==> config.mk <==
export PLATFORM = sky130hd
export DESIGN_NAME = bcd_edit_counter
export DESIGN_NICKNAME = d
export VERILOG_FILES = /design/src/rtl/bcd_cnt_pkg.sv /design/src/rtl/bcd_digit_cell.sv /design/src/rtl/bcd_edit_counter.sv
export SDC_FILE = /design/constraint.sdc
export NUM_CORES = 1
export LEC_CHECK = 0
export BUFFER_PORTS_ARGS = -buffer_cell sky130_fd_sc_hd__buf_2
export CAP_MARGIN = 20
export CORE_ASPECT_RATIO = 1.5
export CORE_MARGIN = 2
export CORE_UTILIZATION = 63
export DETAILED_ROUTE_END_ITERATION = 10
export GPL_TIMING_DRIVEN = 0
export PLACE_DENSITY = 0.85
export SLEW_MARGIN = 20
export SYNTH_ARGS = -nofsm -noshare
export SYNTH_HDL_FRONTEND = slang
export SYNTH_HIERARCHICAL = 1
export SYNTH_SLANG_ARGS = --single-unit
==> constraint.sdc <==
create_clock -name clk -period 13.14 [get_ports clk]
set_clock_uncertainty 0.2 [all_clocks]
set_input_delay 2.628 -clock clk [delete_from_list [all_inputs] [get_ports clk]]
set_output_delay 2.628 -clock clk [all_outputs]
set_load 0.05 [all_outputs]
==> src/rtl/bcd_cnt_pkg.sv <==
// Shared types and helpers for the BCD edit counter.
// Holds the op encoding, the decoded-op struct and BCD/binary conversions.
package bcd_cnt_pkg;

  localparam int MAX_DIGITS = 6;
  localparam int BCD_W      = 4 * MAX_DIGITS;
  localparam int BIN_W      = 20;   // 999999 fits in 20 bits
  localparam int IDX_W      = 3;    // digit index 0..5

  typedef logic [3:0] bcd_digit_t;

  typedef enum logic [1:0] {
    OP_NONE,
    OP_TICK,
    OP_INC,
    OP_DEC
  } op_e;

  typedef struct packed {
    op_e              op;
    logic [IDX_W-1:0] digit;
  } op_t;

  // Full-width BCD to binary; unused upper digits must be zero.
  function automatic logic [BIN_W-1:0] bcd_to_bin(input logic [BCD_W-1:0] bcd);
    logic [BIN_W-1:0] acc;
    acc = '0;
    for (int i = MAX_DIGITS - 1; i >= 0; i--) begin
      acc = BIN_W'(acc * BIN_W'(10)) + BIN_W'(bcd[4*i +: 4]);
    end
    return acc;
  endfunction

  // Binary to full-width BCD, used to turn integer parameters into register values.
  function automatic logic [BCD_W-1:0] bin_to_bcd(input int value);
    int               v;
    logic [BCD_W-1:0] r;
    v = value;
    r = '0;
    for (int i = 0; i < MAX_DIGITS; i++) begin
      r[4*i +: 4] = 4'(v % 10);
      v = v / 10;
    end
    return r;
  endfunction

  // True when the two-digit BCD value tens:ones is a multiple of 4.
  function automatic logic bcd2_div4(input bcd_digit_t tens, input bcd_digit_t ones);
    if (tens[0]) begin
      return (ones == 4'd2) || (ones == 4'd6);
    end
    return (ones == 4'd0) || (ones == 4'd4) || (ones == 4'd8);
  endfunction

endpackage

==> src/rtl/bcd_digit_cell.sv <==
// One BCD digit of the edit counter.
// ripple=1: counts up when carry_in is set and forwards a carry on 9->0.
// ripple=0: local edit, inc/dec wrap inside the digit and never carry out.
module bcd_digit_cell (
  input  logic [3:0] digit,
  input  logic       inc,
  input  logic       dec,
  input  logic       ripple,
  input  logic       carry_in,
  output logic [3:0] digit_next,
  output logic       carry_out
);

  logic step_up;
  logic step_dn;

  // Next digit value and ripple carry for the selected mode.
  always_comb begin
    step_up    = ripple ? carry_in : inc;
    step_dn    = ~ripple & dec;
    digit_next = digit;
    if (step_up) begin
      digit_next = (digit >= 4'd9) ? 4'd0 : digit + 4'd1;
    end else if (step_dn) begin
      digit_next = (digit == 4'd0) ? 4'd9 : digit - 4'd1;
    end
    carry_out = ripple & carry_in & (digit >= 4'd9);
  end

endmodule

==> src/rtl/bcd_edit_counter.sv <==
// N-digit BCD counter with tick advance, per-digit key editing and range limits.
// Key presses and ticks are decoded into op_reg on one edge and applied on the next.
// Optional feature macro: LEAP_FLAG_EN (Gregorian leap-year flag on ClkLeap, needs DIGITS>=4).
module bcd_edit_counter
  import bcd_cnt_pkg::*;
#(
  parameter int DIGITS       = 4,
  parameter int MIN_VAL      = 0,
  parameter int MAX_VAL      = 9999,
  parameter int RESET_VAL    = 2019,
  parameter int POS_W        = 3,
  parameter int EDIT_POS_LSD = 7,
  parameter int SCREEN_ID    = 1,
  localparam int CNT_W       = $clog2(10**DIGITS)
) (
  input  logic                clk,
  input  logic                reset,
  input  logic                ClkTick,
  input  logic                KeyPlus,
  input  logic                KeyMinus,
  input  logic                EditMode,
  input  logic [POS_W-1:0]    EditPos,
  input  logic [1:0]          screen,
  output logic [4*DIGITS-1:0] count_bcd,
  output logic [CNT_W-1:0]    count_bin,
  output logic                carry,
  output logic                ClkLeap
);

  localparam logic [BCD_W-1:0]    MIN_BCD_FULL   = bin_to_bcd(MIN_VAL);
  localparam logic [BCD_W-1:0]    RESET_BCD_FULL = bin_to_bcd(RESET_VAL);
  localparam logic [4*DIGITS-1:0] MIN_BCD        = MIN_BCD_FULL[4*DIGITS-1:0];
  localparam logic [4*DIGITS-1:0] RESET_BCD      = RESET_BCD_FULL[4*DIGITS-1:0];
  localparam logic [BIN_W-1:0]    MIN_BIN        = BIN_W'(MIN_VAL);
  localparam logic [BIN_W-1:0]    MAX_BIN        = BIN_W'(MAX_VAL);
  localparam logic [BIN_W-1:0]    SPAN_BIN       = BIN_W'(MAX_VAL - MIN_VAL);
  localparam logic [POS_W:0]      LSD_POS        = (POS_W+1)'(EDIT_POS_LSD);
  localparam logic [1:0]          EDIT_SCREEN    = 2'(SCREEN_ID);

  if (DIGITS < 1 || DIGITS > MAX_DIGITS) begin : g_bad_digits
    $error("bcd_edit_counter: DIGITS must be 1..6");
  end
  if (RESET_VAL < MIN_VAL || RESET_VAL > MAX_VAL) begin : g_bad_reset
    $error("bcd_edit_counter: RESET_VAL outside MIN_VAL..MAX_VAL");
  end

  logic [4*DIGITS-1:0] count_reg;
  logic                carry_reg;
  logic                plus_hist_reg;
  logic                minus_hist_reg;
  op_t                 op_reg;
  op_t                 op_next;

  logic [4*DIGITS-1:0] cand_bcd;
  logic [DIGITS:0]     ripple_carry;
  logic [BCD_W-1:0]    count_pad;
  logic [BCD_W-1:0]    cand_pad;
  logic [BIN_W-1:0]    count_val;
  logic [BIN_W-1:0]    cand_val;
  logic                cand_in_range;
  logic [POS_W:0]      pos_diff;
  logic                pos_ok;
  logic                edit_ok;
  logic                plus_press;
  logic                minus_press;

  // Binary views of the current count and of the candidate next count.
  always_comb begin
    count_pad                 = '0;
    count_pad[4*DIGITS-1:0]   = count_reg;
    cand_pad                  = '0;
    cand_pad[4*DIGITS-1:0]    = cand_bcd;
    count_val                 = bcd_to_bin(count_pad);
    cand_val                  = bcd_to_bin(cand_pad);
    // Single unsigned compare: values below MIN wrap to a huge offset.
    cand_in_range             = (cand_val - MIN_BIN) <= SPAN_BIN;
  end

  // Edit qualification and key falling-edge detection feeding the op decoder.
  always_comb begin
    pos_diff    = LSD_POS - {1'b0, EditPos};
    pos_ok      = ~pos_diff[POS_W] && (int'(pos_diff) < DIGITS);
    edit_ok     = EditMode && (screen == EDIT_SCREEN) && pos_ok;
    plus_press  = plus_hist_reg & ~KeyPlus;
    minus_press = minus_hist_reg & ~KeyMinus;
    op_next     = '{op: OP_NONE, digit: '0};
    if (!EditMode && ClkTick) begin
      op_next.op = OP_TICK;
    end else if (edit_ok && plus_press) begin
      op_next.op    = OP_INC;
      op_next.digit = IDX_W'(pos_diff);
    end else if (edit_ok && minus_press) begin
      op_next.op    = OP_DEC;
      op_next.digit = IDX_W'(pos_diff);
    end
  end

  // Per-digit next-value cells; in tick mode the carry ripples up from digit 0.
  assign ripple_carry[0] = (op_reg.op == OP_TICK);
  for (genvar gi = 0; gi < DIGITS; gi++) begin : g_digit
    logic sel;
    assign sel = (op_reg.digit == IDX_W'(gi));
    bcd_digit_cell u_cell (
      .digit      (count_reg[4*gi +: 4]),
      .inc        (sel && (op_reg.op == OP_INC)),
      .dec        (sel && (op_reg.op == OP_DEC)),
      .ripple     (op_reg.op == OP_TICK),
      .carry_in   (ripple_carry[gi]),
      .digit_next (cand_bcd[4*gi +: 4]),
      .carry_out  (ripple_carry[gi+1])
    );
  end

  // Key history, op pipeline register and application of the pending op.
  always_ff @(posedge clk or negedge reset) begin
    if (!reset) begin
      count_reg      <= RESET_BCD;
      carry_reg      <= 1'b0;
      plus_hist_reg  <= 1'b1;
      minus_hist_reg <= 1'b1;
      op_reg         <= '{op: OP_NONE, digit: '0};
    end else begin
      plus_hist_reg  <= KeyPlus;
      minus_hist_reg <= KeyMinus;
      op_reg         <= op_next;
      carry_reg      <= 1'b0;
      case (op_reg.op)
        OP_TICK: begin
          // All-nines overflow is treated as a wrap as well, so the count never leaves range.
          if ((count_val == MAX_BIN) || ripple_carry[DIGITS]) begin
            count_reg <= MIN_BCD;
            carry_reg <= 1'b1;
          end else begin
            count_reg <= cand_bcd;
          end
        end
        OP_INC, OP_DEC: begin
          if (cand_in_range) begin
            count_reg <= cand_bcd;
          end
        end
        default: ;
      endcase
    end
  end

  assign count_bcd = count_reg;
  assign count_bin = count_val[CNT_W-1:0];
  assign carry     = carry_reg;

`ifdef LEAP_FLAG_EN
  if (DIGITS < 4) begin : g_leap_err
    $error("bcd_edit_counter: LEAP_FLAG_EN requires DIGITS >= 4");
    assign ClkLeap = 1'b0;
  end else begin : g_leap
    logic lo_zero;
    // Leap rule on BCD digits: century years use the upper two digits instead.
    always_comb begin
      lo_zero = (count_reg[7:0] == 8'h00);
      ClkLeap = lo_zero ? bcd2_div4(count_reg[15:12], count_reg[11:8])
                        : bcd2_div4(count_reg[7:4], count_reg[3:0]);
    end
  end
`else
  assign ClkLeap = 1'b0;
`endif

endmodule

---- Word-level counts from Yosys, hierarchy flattened ----
Index checks and enable logic that the tools add are counted.
storage, ports and cells
  register bits after elaboration ......... 24
  word-level logic and storage cells ...... 112
  input bits .............................. 11
operators by class
  $lt $le $gt $ge ......................... 6
  reductions and logical operators ........ 24
  $mul .................................... 6
  equal/unequal tests ..................... 9
  bitwise operators ....................... 17
  mux-type cells .......................... 29
  add/subtract/negate cells ............... 15
operators by type and width
  operator               count
  $mux 4                 16
  $add 18x4->19          2
  $mul 14x3->17 const B  2
  $mux 16                2
  $pmux 16 s2            1
  $add 13x4->14          2
  $mul 9x3->12 const B   2
  $eq 19x14->1 const B   1
  $le 19x14->1 const B   1
  $add 8x4->9            2
  $add 4x1->4 const B    4
  $ge 4x4->1 const B     4
  $logic_not 4->1        4
  $sub 4x1->4 const B    4
  $logic_and 1x1->1      14
  $mul 4x3->7 const B    2
  $and 1x1->1            13
  $mux 5                 2
  $eq 3x2->1 const B     2
  $mux 1                 6
  $eq 2x1->1 const B     2
  $eq 2x2->1 const B     2
  $lt 4x3->1 const B     1
  $not 1->1              4
  other kinds (11)       11

---- Depth between registers and ports, before layout ----
Gate-level depths: netlist of the first run.
  depth in word-level cells ............... 17
  gate-level depth with buffers ........... 41
  gate-level depth less buffers ........... 39

---- By module ----
Netlist of the first run, hierarchy kept.
modules (own cells, without submodules)
  module            seq. area each (µm²)  times used  area an instance (µm²)  cells an instance
  bcd_edit_counter  608.1                 1           4,931.0                 576
  bcd_digit_cell    0.0                   4           289.0                   41

---- Worst setup path before layout of the first run ----
No wires, ideal clock.
  kind .................................... reg-to-reg
  start ................................... register op_reg[4] (netlist bit)
  end ..................................... register count_reg[15], in the netlist count_bcd[15]
  path slack .............................. 3.683 ns
  cell stages (with the launch flop) ...... 36
  data required time ...................... 12.819 ns
  path buffers ............................ 1
  arrival time ............................ 9.136 ns
  setup time .............................. 0.121 ns
  cells stage by stage .................... dfrtp_1 nor2b_1 nand2_1 nor2_1 nand2_1 nor2_1 nand2_1 nor2_1 nand2_1 o21ai_4 nand3_1 o21ai_1 ha_1 ha_1 a21oi_1 xnor2_1 ha_1 inv_1 fa_1 nor4b_1 nor4b_1 nand3_1 xnor2_1 inv_1 ha_1 ha_1 or4_1 o22ai_1 xnor2_1 nand3_4 or4_1 a221o_1 a211oi_2 nor2_1 buf_6 a22o_1
on the way
  longest elaborated chain between the ends .. 17
  elaborated cells between the ends (all ways) .. 50
RTL lines
  what                               line                     text
  start: declaration                 bcd_edit_counter.sv:51   op_t op_reg;
  start signal: assignment           bcd_edit_counter.sv:121  op_reg <= '{op: OP_NONE, digit: '0};
  start signal: assignment           bcd_edit_counter.sv:125  op_reg <= op_next;
  $eq 2x1->1                         bcd_edit_counter.sv:99   assign ripple_carry[0] = (op_reg.op == OP_TICK);
  named net ripple_carry[0]          bcd_edit_counter.sv:55   logic [DIGITS:0] ripple_carry;
  $and 1x1->1                        bcd_digit_cell.sv:27     carry_out = ripple & carry_in & (digit >= 4'd9);
  named net ripple_carry[1]          bcd_edit_counter.sv:55
  $and 1x1->1 (2 in series)          bcd_digit_cell.sv:27
  named net ripple_carry[2]          bcd_edit_counter.sv:55
  $and 1x1->1 (2 in series)          bcd_digit_cell.sv:27
  named net ripple_carry[3]          bcd_edit_counter.sv:55
  [... 2 more ...]                   --
  named net cand_bcd[14]             bcd_edit_counter.sv:54   logic [4*DIGITS-1:0] cand_bcd;
  [... 1 more ...]                   --
  $add 8x4->9                        bcd_cnt_pkg.sv:29        acc = BIN_W'(acc * BIN_W'(10)) + BIN_W'(bcd[4*i +: 4]);
  $mul 9x3->12                       bcd_cnt_pkg.sv:29
  $add 13x4->14                      bcd_cnt_pkg.sv:29
  $mul 14x3->17                      bcd_cnt_pkg.sv:29
  $add 18x4->19                      bcd_cnt_pkg.sv:29
  $le 19x14->1                       bcd_edit_counter.sv:76   cand_in_range = (cand_val - MIN_BIN) <= SPAN_BIN;
  $ne 2x2->1 (no source line)        --
  $reduce_and 2->1 (no source line)  --
  end signal: assignment             bcd_edit_counter.sv:134  count_reg <= cand_bcd;
  end signal: assignment             bcd_edit_counter.sv:139  count_reg <= cand_bcd;
  end: declaration                   bcd_edit_counter.sv:47   logic [4*DIGITS-1:0] count_reg;
The timed path passes the listed nets, and every way through them passes these cells. The select of a mux whose other input is x is not followed.
A chain may end at the register's enable or synchronous reset.

---- Worst setup path after layout of the first run ----
  start ................................... register count_reg[1], in the netlist count_bcd[1]
  end ..................................... register count_reg[10], in the netlist count_bcd[10]
on the way
  longest elaborated chain between the ends .. 17
  elaborated cells between the ends (all ways) .. 36
RTL lines
  what                               line                    text
  $ge 4x4->1                         bcd_digit_cell.sv:27
  $and 1x1->1                        bcd_digit_cell.sv:27
  named net ripple_carry[1]          bcd_edit_counter.sv:55
  $and 1x1->1 (2 in series)          bcd_digit_cell.sv:27
  named net ripple_carry[2]          bcd_edit_counter.sv:55
  $and 1x1->1 (2 in series)          bcd_digit_cell.sv:27
  named net ripple_carry[3]          bcd_edit_counter.sv:55
  $mux 1                             bcd_digit_cell.sv:19    step_up = ripple ? carry_in : inc;
  [... 1 more ...]                   --
  named net cand_bcd[15]             bcd_edit_counter.sv:54
  [... 1 more ...]                   --
  $add 8x4->9                        bcd_cnt_pkg.sv:29
  $mul 9x3->12                       bcd_cnt_pkg.sv:29
  $add 13x4->14                      bcd_cnt_pkg.sv:29
  $mul 14x3->17                      bcd_cnt_pkg.sv:29
  $add 18x4->19                      bcd_cnt_pkg.sv:29
  $le 19x14->1                       bcd_edit_counter.sv:76
  $ne 2x2->1 (no source line)        --
  $reduce_and 2->1 (no source line)  --
The timed path passes the listed nets, and every way through them passes these cells. The select of a mux whose other input is x is not followed.

==> results of run 1 <==
metal layers:
| layer | up-vias | global-route usage |
|---|---|---|
| met4 | 0 | 0.1518 |
| met1 | 2661 | 0.2724 |
| li1 | 2785 | - |
| met5 | - | 0 |
| met3 | 48 | 0.01524 |
| met2 | 126 | 0.5415 |
power by group through the flow:
stage | registers [mW] | clock network (mW) | logic [mW]
floorplan | 0.0970 | 0 | 0.0530
global placement | 0.0886 | 0 | 0.0783
detailed placement | 0.0890 | 0 | 0.0810
CTS | 0.0878 | 0.0875 | 0.0813
global route | 0.0888 | 0.0896 | 0.0872
finish | 0.0879 | 0.0875 | 0.0821
cell families (layout without fill, tap and decap cells):
family / count (synthesis) / in the layout / share of synthesized area
xor+xnor: 74 / 74 / 0.1065
other cells: 1 / 4 / 0.0006161
compound gates: 185 / 185 / 0.2224
simple gates: 241 / 241 / 0.2222
flops: 24 / 24 / 0.09990
mux: 6 / 6 / 0.009867
buf+inv: 80 / 126 / 0.05858
fa+ha+maj: 129 / 129 / 0.2800
cell usage after synthesis, drive strengths merged, types with 12 or more instances:
cell / n / area share
ha: 117 / 0.24
inv: 69 / 0.043
nor2: 57 / 0.035
xnor2: 41 / 0.059
o21ai: 40 / 0.043
a21oi: 38 / 0.031
nand2: 37 / 0.023
xor2: 33 / 0.047
nand2b: 26 / 0.033
nand3: 20 / 0.018
nor3: 20 / 0.016
nor2b: 19 / 0.020
dfrtp: 18 / 0.074
a22o: 16 / 0.023
fa: 12 / 0.039
area by class of cell:
type,instances,area [µm²]
Tap cell,112,140.1
Fill cell,783,2741
Multi-Input combinational cell,639,5136
Clock inverter,1,30.03
Inverter,69,259.0
Buffer,11,97.59
Timing Repair Buffer,42,220.2
Sequential cell,24,608.1
Clock buffer,3,75.07
cell usage in the layout (no fill, tap or decap), types with 8 or more instances in the layout:
master    Yosys  final
o21ai_1       9      9
nor3_1       20     20
a22o_1       16     16
nand2_1      37     37
o31ai_1       9      9
inv_1        69     69
xnor2_1      41     41
dfrtp_1      18     18
o21bai_1     10     10
a21oi_1      38     38
nand2b_1     18     18
buf_2         0     41
nor2_1       57     57
o21ai_0      22     22
fa_1         12     12
nor2b_1      19     18
a211oi_1      8      8
nand3_1      19     19
nor4_1       10     10
a21o_1       10     10
ha_1        117    117
xor2_1       33     33
worst min-delay path by stage:
stage	from	end	cells past startpoint
2_1_floorplan	op_reg[3]	carry	1
3_3_place_gp	op_reg[3]	carry	1
3_5_place_dp	op_reg[3]	carry	1
4_1_cts	op_reg[3]	carry	1
5_1_grt	op_reg[3]	carry	1
6_report	op_reg[3]	carry	1
==> impl_metrics.py, run 1 <==
metrics = {
    "run_status": {
        "status": "finished, final reports clean",
    },
    "clock_network": {
        "htree_num_levels": 1,
        "cts_resized": 0,
        "holdBufCountCts": 0,
        "post_cts_buffers": 0,
        "cts_tree": "yes",
        "cts_sinks": 24,
        "clkLatencyLatePin_ns": 0.26,
        "cts_buffers": 3,
        "clockBufferDepth": 2,
        "cts.clk_slew.worst_paths_ns": 0.06,
        "root_buffer": "clkbuf_16",
    },
    "setup_path": {
        "worstSetupEndpointType": "flop",
        "r2r_setup_slack_ns": 3.24,
        "start_kind": "flop",
        "critPathTopFamily": "simple AND/OR/NAND/NOR gates",
        "cpPeakStageDelay_ns": 0.71,
        "startpoint": "count_bcd[1]",
        "r2r-start": "count_bcd[1]",
        "crit_cells": 38,
        "worstPathMaxFanout": 10,
        "cp.required_ns": 13.09,
        "worst-setup-path-type": "reg2reg",
        "critPathArrivalTime_ns": 9.84,
        "crit_path_frequent_cell": "ha_1",
        "cp-endpoint": "count_bcd[10]",
        "critPathBufInv": 3,
        "crit_slowest_cell": "o31ai_1",
        "r2r_cells": 38,
        "regToRegEndpoint": "count_bcd[10]",
    },
    "sta": {
        "post-route-period-util": 0.7531,
        "relSlewSlack": 0.4619,
        "drv_slew": 0,
        "tns_ns": 0,
        "setup_slack_ns": 3.244,
        "min_period_ns": 9.896,
        "hold_viol": 0,
        "grt_setup_unrepaired": "false",
        "setup_violations": 0,
        "worstMarginPinSlew_ns": 0.8004,
        "max_freq_mhz": 101.1,
        "holdWs_ns": 0.3834,
    },
    "synthesis": {
        "netlist_instances": 740,
        "syn_area_per_cell_um2": 8.226,
        "ys.flop_type": "dfrtp_1",
        "syn_area_um2": 6087,
        "synth-seq-area-share": 0.09990,
        "synth_async_sr_flop_share": 1.000,
        "synth-edff-count": 0,
        "synth_cell_types": 78,
        "synth_warnings": 6,
        "synth_seq_cells": 24,
    },
    "final_layout": {
        "instances_no_fill": 901,
        "final_area_um2": 6566,
        "largest_reg_flops": 16,
        "final_nets": 930,
        "antenna_cells": 0,
        "area_growth_syn_to_layout_pct": 7.873,
        "drive_gt1_frac": 0.1242,
        "fin_util": 0.7055,
    },
    "routing": {
        "firstDrtPassIters": 6,
        "vias": 5620,
        "route.layer.met1.wl_um": 5372,
        "drtAntennaViolNets": 0,
        "wl_met2_um": 7981,
        "initialDrtViolationCount": 308,
        "wl_per_cell_um": 16.01,
        "via_per_inst": 6.238,
        "routed_wl_um": 14430,
        "highest-signal-layer": "met4",
        "wl_met3_um": 396,
        "drc": 0,
    },
    "grt": {
        "antenna_found_initial": 0,
        "grt_max_degree": 25,
        "grt_use_total": 0.2734,
        "grt_pass1_vias": 5735,
        "grt_pass1_wl_um": 24480,
        "grt_overflow_total": 0,
    },
    "floorplanning": {
        "die_h_um": 124.4,
        "coreArea_um2": 9308,
        "start_util": 0.6540,
        "die_w_um": 84.26,
        "rows": 43,
        "io_pins": 43,
        "die-area_um2": 10480,
    },
    "placement": {
        "dp_slack_ns": 3.303,
        "post-place-cells": 897,
        "place_congestion": 0.9036,
        "port_buffers": 41,
        "place_area_um2": 6461,
        "dp_hpwl_um": 12210,
    },
    "power_and_ir_drop": {
        "seqPwrFrac": 0.341,
        "pwr-share-comb": 0.319,
        "peakVddDrop_uv": 45.29,
        "p_leak_nw": 3.256,
        "cellPowerDensity_nw_per_um2": 39.20,
        "switchingPower_mw": 0.08915,
        "p_total_mw": 0.2574,
        "netSwitchingFraction": 0.3464,
        "intPower_mw": 0.1682,
        "pwr-share-clk": 0.340,
    },
    "flow_run": {
        "drv_cap": 0,
    },
    "worst_hold_path": {
        "hold_path_class": "reg2reg",
    },
}
Power figures use the tool's default switching activity.
==> run 2, diff against run 1 <==
--- a/config.mk
+++ b/config.mk
@@ -9,10 +9,10 @@
 export CAP_MARGIN = 20
 export CORE_ASPECT_RATIO = 1.5
 export CORE_MARGIN = 2
-export CORE_UTILIZATION = 63
+export CORE_UTILIZATION = 57
 export DETAILED_ROUTE_END_ITERATION = 10
 export GPL_TIMING_DRIVEN = 0
-export PLACE_DENSITY = 0.85
+export PLACE_DENSITY = 0.81
 export SLEW_MARGIN = 20
 export SYNTH_ARGS = -nofsm -noshare
 export SYNTH_HDL_FRONTEND = slang
==> constraint.sdc (replaced) <==
create_clock -name clk -period 7.9 [get_ports clk]
set_clock_uncertainty 0.2 [all_clocks]
set_input_delay 1.58 -clock clk [delete_from_list [all_inputs] [get_ports clk]]
set_output_delay 1.58 -clock clk [all_outputs]
set_load 0.05 [all_outputs]
==> run 2 against run 1 <==
The run now ends with setup timing left. Clock power increased by 69%. Global-route usage is 3.4 points higher. First-iteration DRC count up 37%. Via count increased by 14%. Power up 93%. Worst hold slack better by 0.037 ns. Flip-flop and latch count stayed put. Critical path type unchanged. Largest power group is now combinational logic.
==> impl_metrics.py, run 2 (same netlist as run 1, synthesis figures left out) <==
metrics = {
    "floorplanning": {
        "start_util": 0.5811,
        "io_pins": 43,
        "coreArea_um2": 10480,
        "rows": 46,
        "die_w_um": 88.38,
        "die-area_um2": 11540,
        "die_h_um": 130.6,
    },
    "sta": {
        "worstMarginPinSlew_ns": 0.8600,
        "min_period_ns": 8.509,
        "setup_slack_ns": -0.6092,
        "post-route-period-util": 1.077,
        "setup_violations": 16,
        "drv_slew": 0,
        "hold_viol": 0,
        "holdWs_ns": 0.4202,
        "relSlewSlack": 0.4214,
        "tns_ns": -9.074,
        "max_freq_mhz": 117.5,
        "grt_setup_unrepaired": "true",
    },
    "routing": {
        "vias": 6406,
        "drc": 0,
        "drtAntennaViolNets": 0,
        "routed_wl_um": 20030,
        "initialDrtViolationCount": 423,
        "wl_per_cell_um": 19.72,
        "firstDrtPassIters": 5,
        "via_per_inst": 6.305,
    },
    "final_layout": {
        "instances_no_fill": 1016,
        "area_growth_syn_to_layout_pct": 38.66,
        "drive_gt1_frac": 0.3647,
        "final_nets": 1013,
        "final_common_cell": "ha_1",
        "n_fill_cell": 635,
        "antenna_cells": 0,
        "largest_reg_flops": 16,
        "most-common-layout-cells": "ha_1 (87), buf_4 (77), inv_1 (63)",
    },
    "power_and_ir_drop": {
        "p_total_mw": 0.4958,
        "peakVddDrop_uv": 71.86,
        "p_leak_nw": 3.914,
        "cellPowerDensity_nw_per_um2": 58.74,
    },
    "clock_network": {
        "cts_buffers": 3,
        "cts_tree": "yes",
        "htree_num_levels": 1,
        "clockBufferDepth": 2,
        "clkLatencyLatePin_ns": 0.27,
        "cts_sinks": 24,
        "cts.clk_slew.worst_paths_ns": 0.06,
        "holdBufCountCts": 0,
        "root_buffer": "clkbuf_16",
    },
    "grt": {
        "grt_overflow_total": 0,
        "top_usage_layer": "met2",
        "antenna_found_initial": 0,
        "grt_pass1_wl_um": 28680,
        "grt_use_total": 0.3070,
        "grt_use_met1": 0.3023,
        "grt_pass1_vias": 6314,
        "globalRouteMet3Util": 0.03204,
        "grtUsageMet2": 0.5997,
        "grt_max_degree": 25,
    },
    "placement": {
        "dp_hpwl_um": 12130,
        "post-place-cells": 928,
        "port_buffers": 41,
        "dp_slack_ns": -1.301,
        "place_congestion": 0.9096,
    },
    "setup_path": {
        "worstPathMaxFanout": 5,
        "critPathBufInv": 7,
        "critPathTopFamily": "simple AND/OR/NAND/NOR gates",
        "cpPeakStageDelay_ns": 0.66,
        "worst-setup-path-type": "reg2reg",
        "start_kind": "flop",
        "crit_path_frequent_cell": "ha_4",
        "crit_slowest_cell": "dfstp_4",
        "cp.required_ns": 7.90,
        "critPathArrivalTime_ns": 8.51,
        "worstSetupEndpointType": "flop",
    },
    "run_status": {
        "status": "complete, but fails checks",
        "violations": "setup timing",
    },
    "worst_hold_path": {
        "hold_path_class": "reg2reg",
    },
    "flow_run": {
        "drv_cap": 0,
    },
}
## run 2: power breakdown
part           switching [mW]  total (mW)  internal, mW
clock network          0.0470       0.148         0.101
logic                   0.120       0.205        0.0846
registers              0.0104       0.143         0.133
## run 2: layer usage
layer | vias up | part of all wire
met2 | 240 | 0.56
met5 | - | 0
met4 | 0 | 0.054
met3 | 96 | 0.034
li1 | 2944 | -
met1 | 3126 | 0.35
## run 2: final timing paths
kind / startpoint / endpoint / slack, ns / cells after the start
max: count_bcd[0] / count_bcd[3] / -0.61 / 40
min: op_reg[3] / carry / 0.42 / 1
max reg2reg: count_bcd[0] / count_bcd[3] / -0.61 / 40
min reg2reg: op_reg[3] / carry / 0.42 / 1
max in group asynchronous: reset / count_bcd[15] / 5.98 / 1
min in group asynchronous: reset / op_reg[3] / 1.11 / 1
## run 2: cell type report
| cell class | count | area, µm² | share of cell area |
|---|---|---|---|
| Timing Repair Buffer | 125 | 919.6 | 0.1090 |
| Clock inverter | 1 | 30.03 | 0.003558 |
| Multi-Input combinational cell | 640 | 6255 | 0.7410 |
| Inverter | 69 | 261.5 | 0.03098 |
| Clock buffer | 3 | 75.07 | 0.008894 |
| Sequential cell | 24 | 618.1 | 0.07323 |
| Tap cell | 144 | 180.2 | 0.02135 |
| Buffer | 10 | 101.3 | 0.01201 |
## run 2: what timing repair did
item | CTS | global route
gates cloned | 2 | 1
resized for setup | 85 | 81
endpoints found under the setup margin | 20 | 20
setup buffers | 49 | 34
pin swaps | 50 | 59
## run 2: metrics by stage
step	cell area, µm²	util
2_1_floorplan	6312	-
3_3_place_gp	6698	0.6394
3_5_place_dp	6698	0.6394
4_1_cts	7710	0.7360
5_1_grt	8441	0.8058
6_report	8441	0.8058
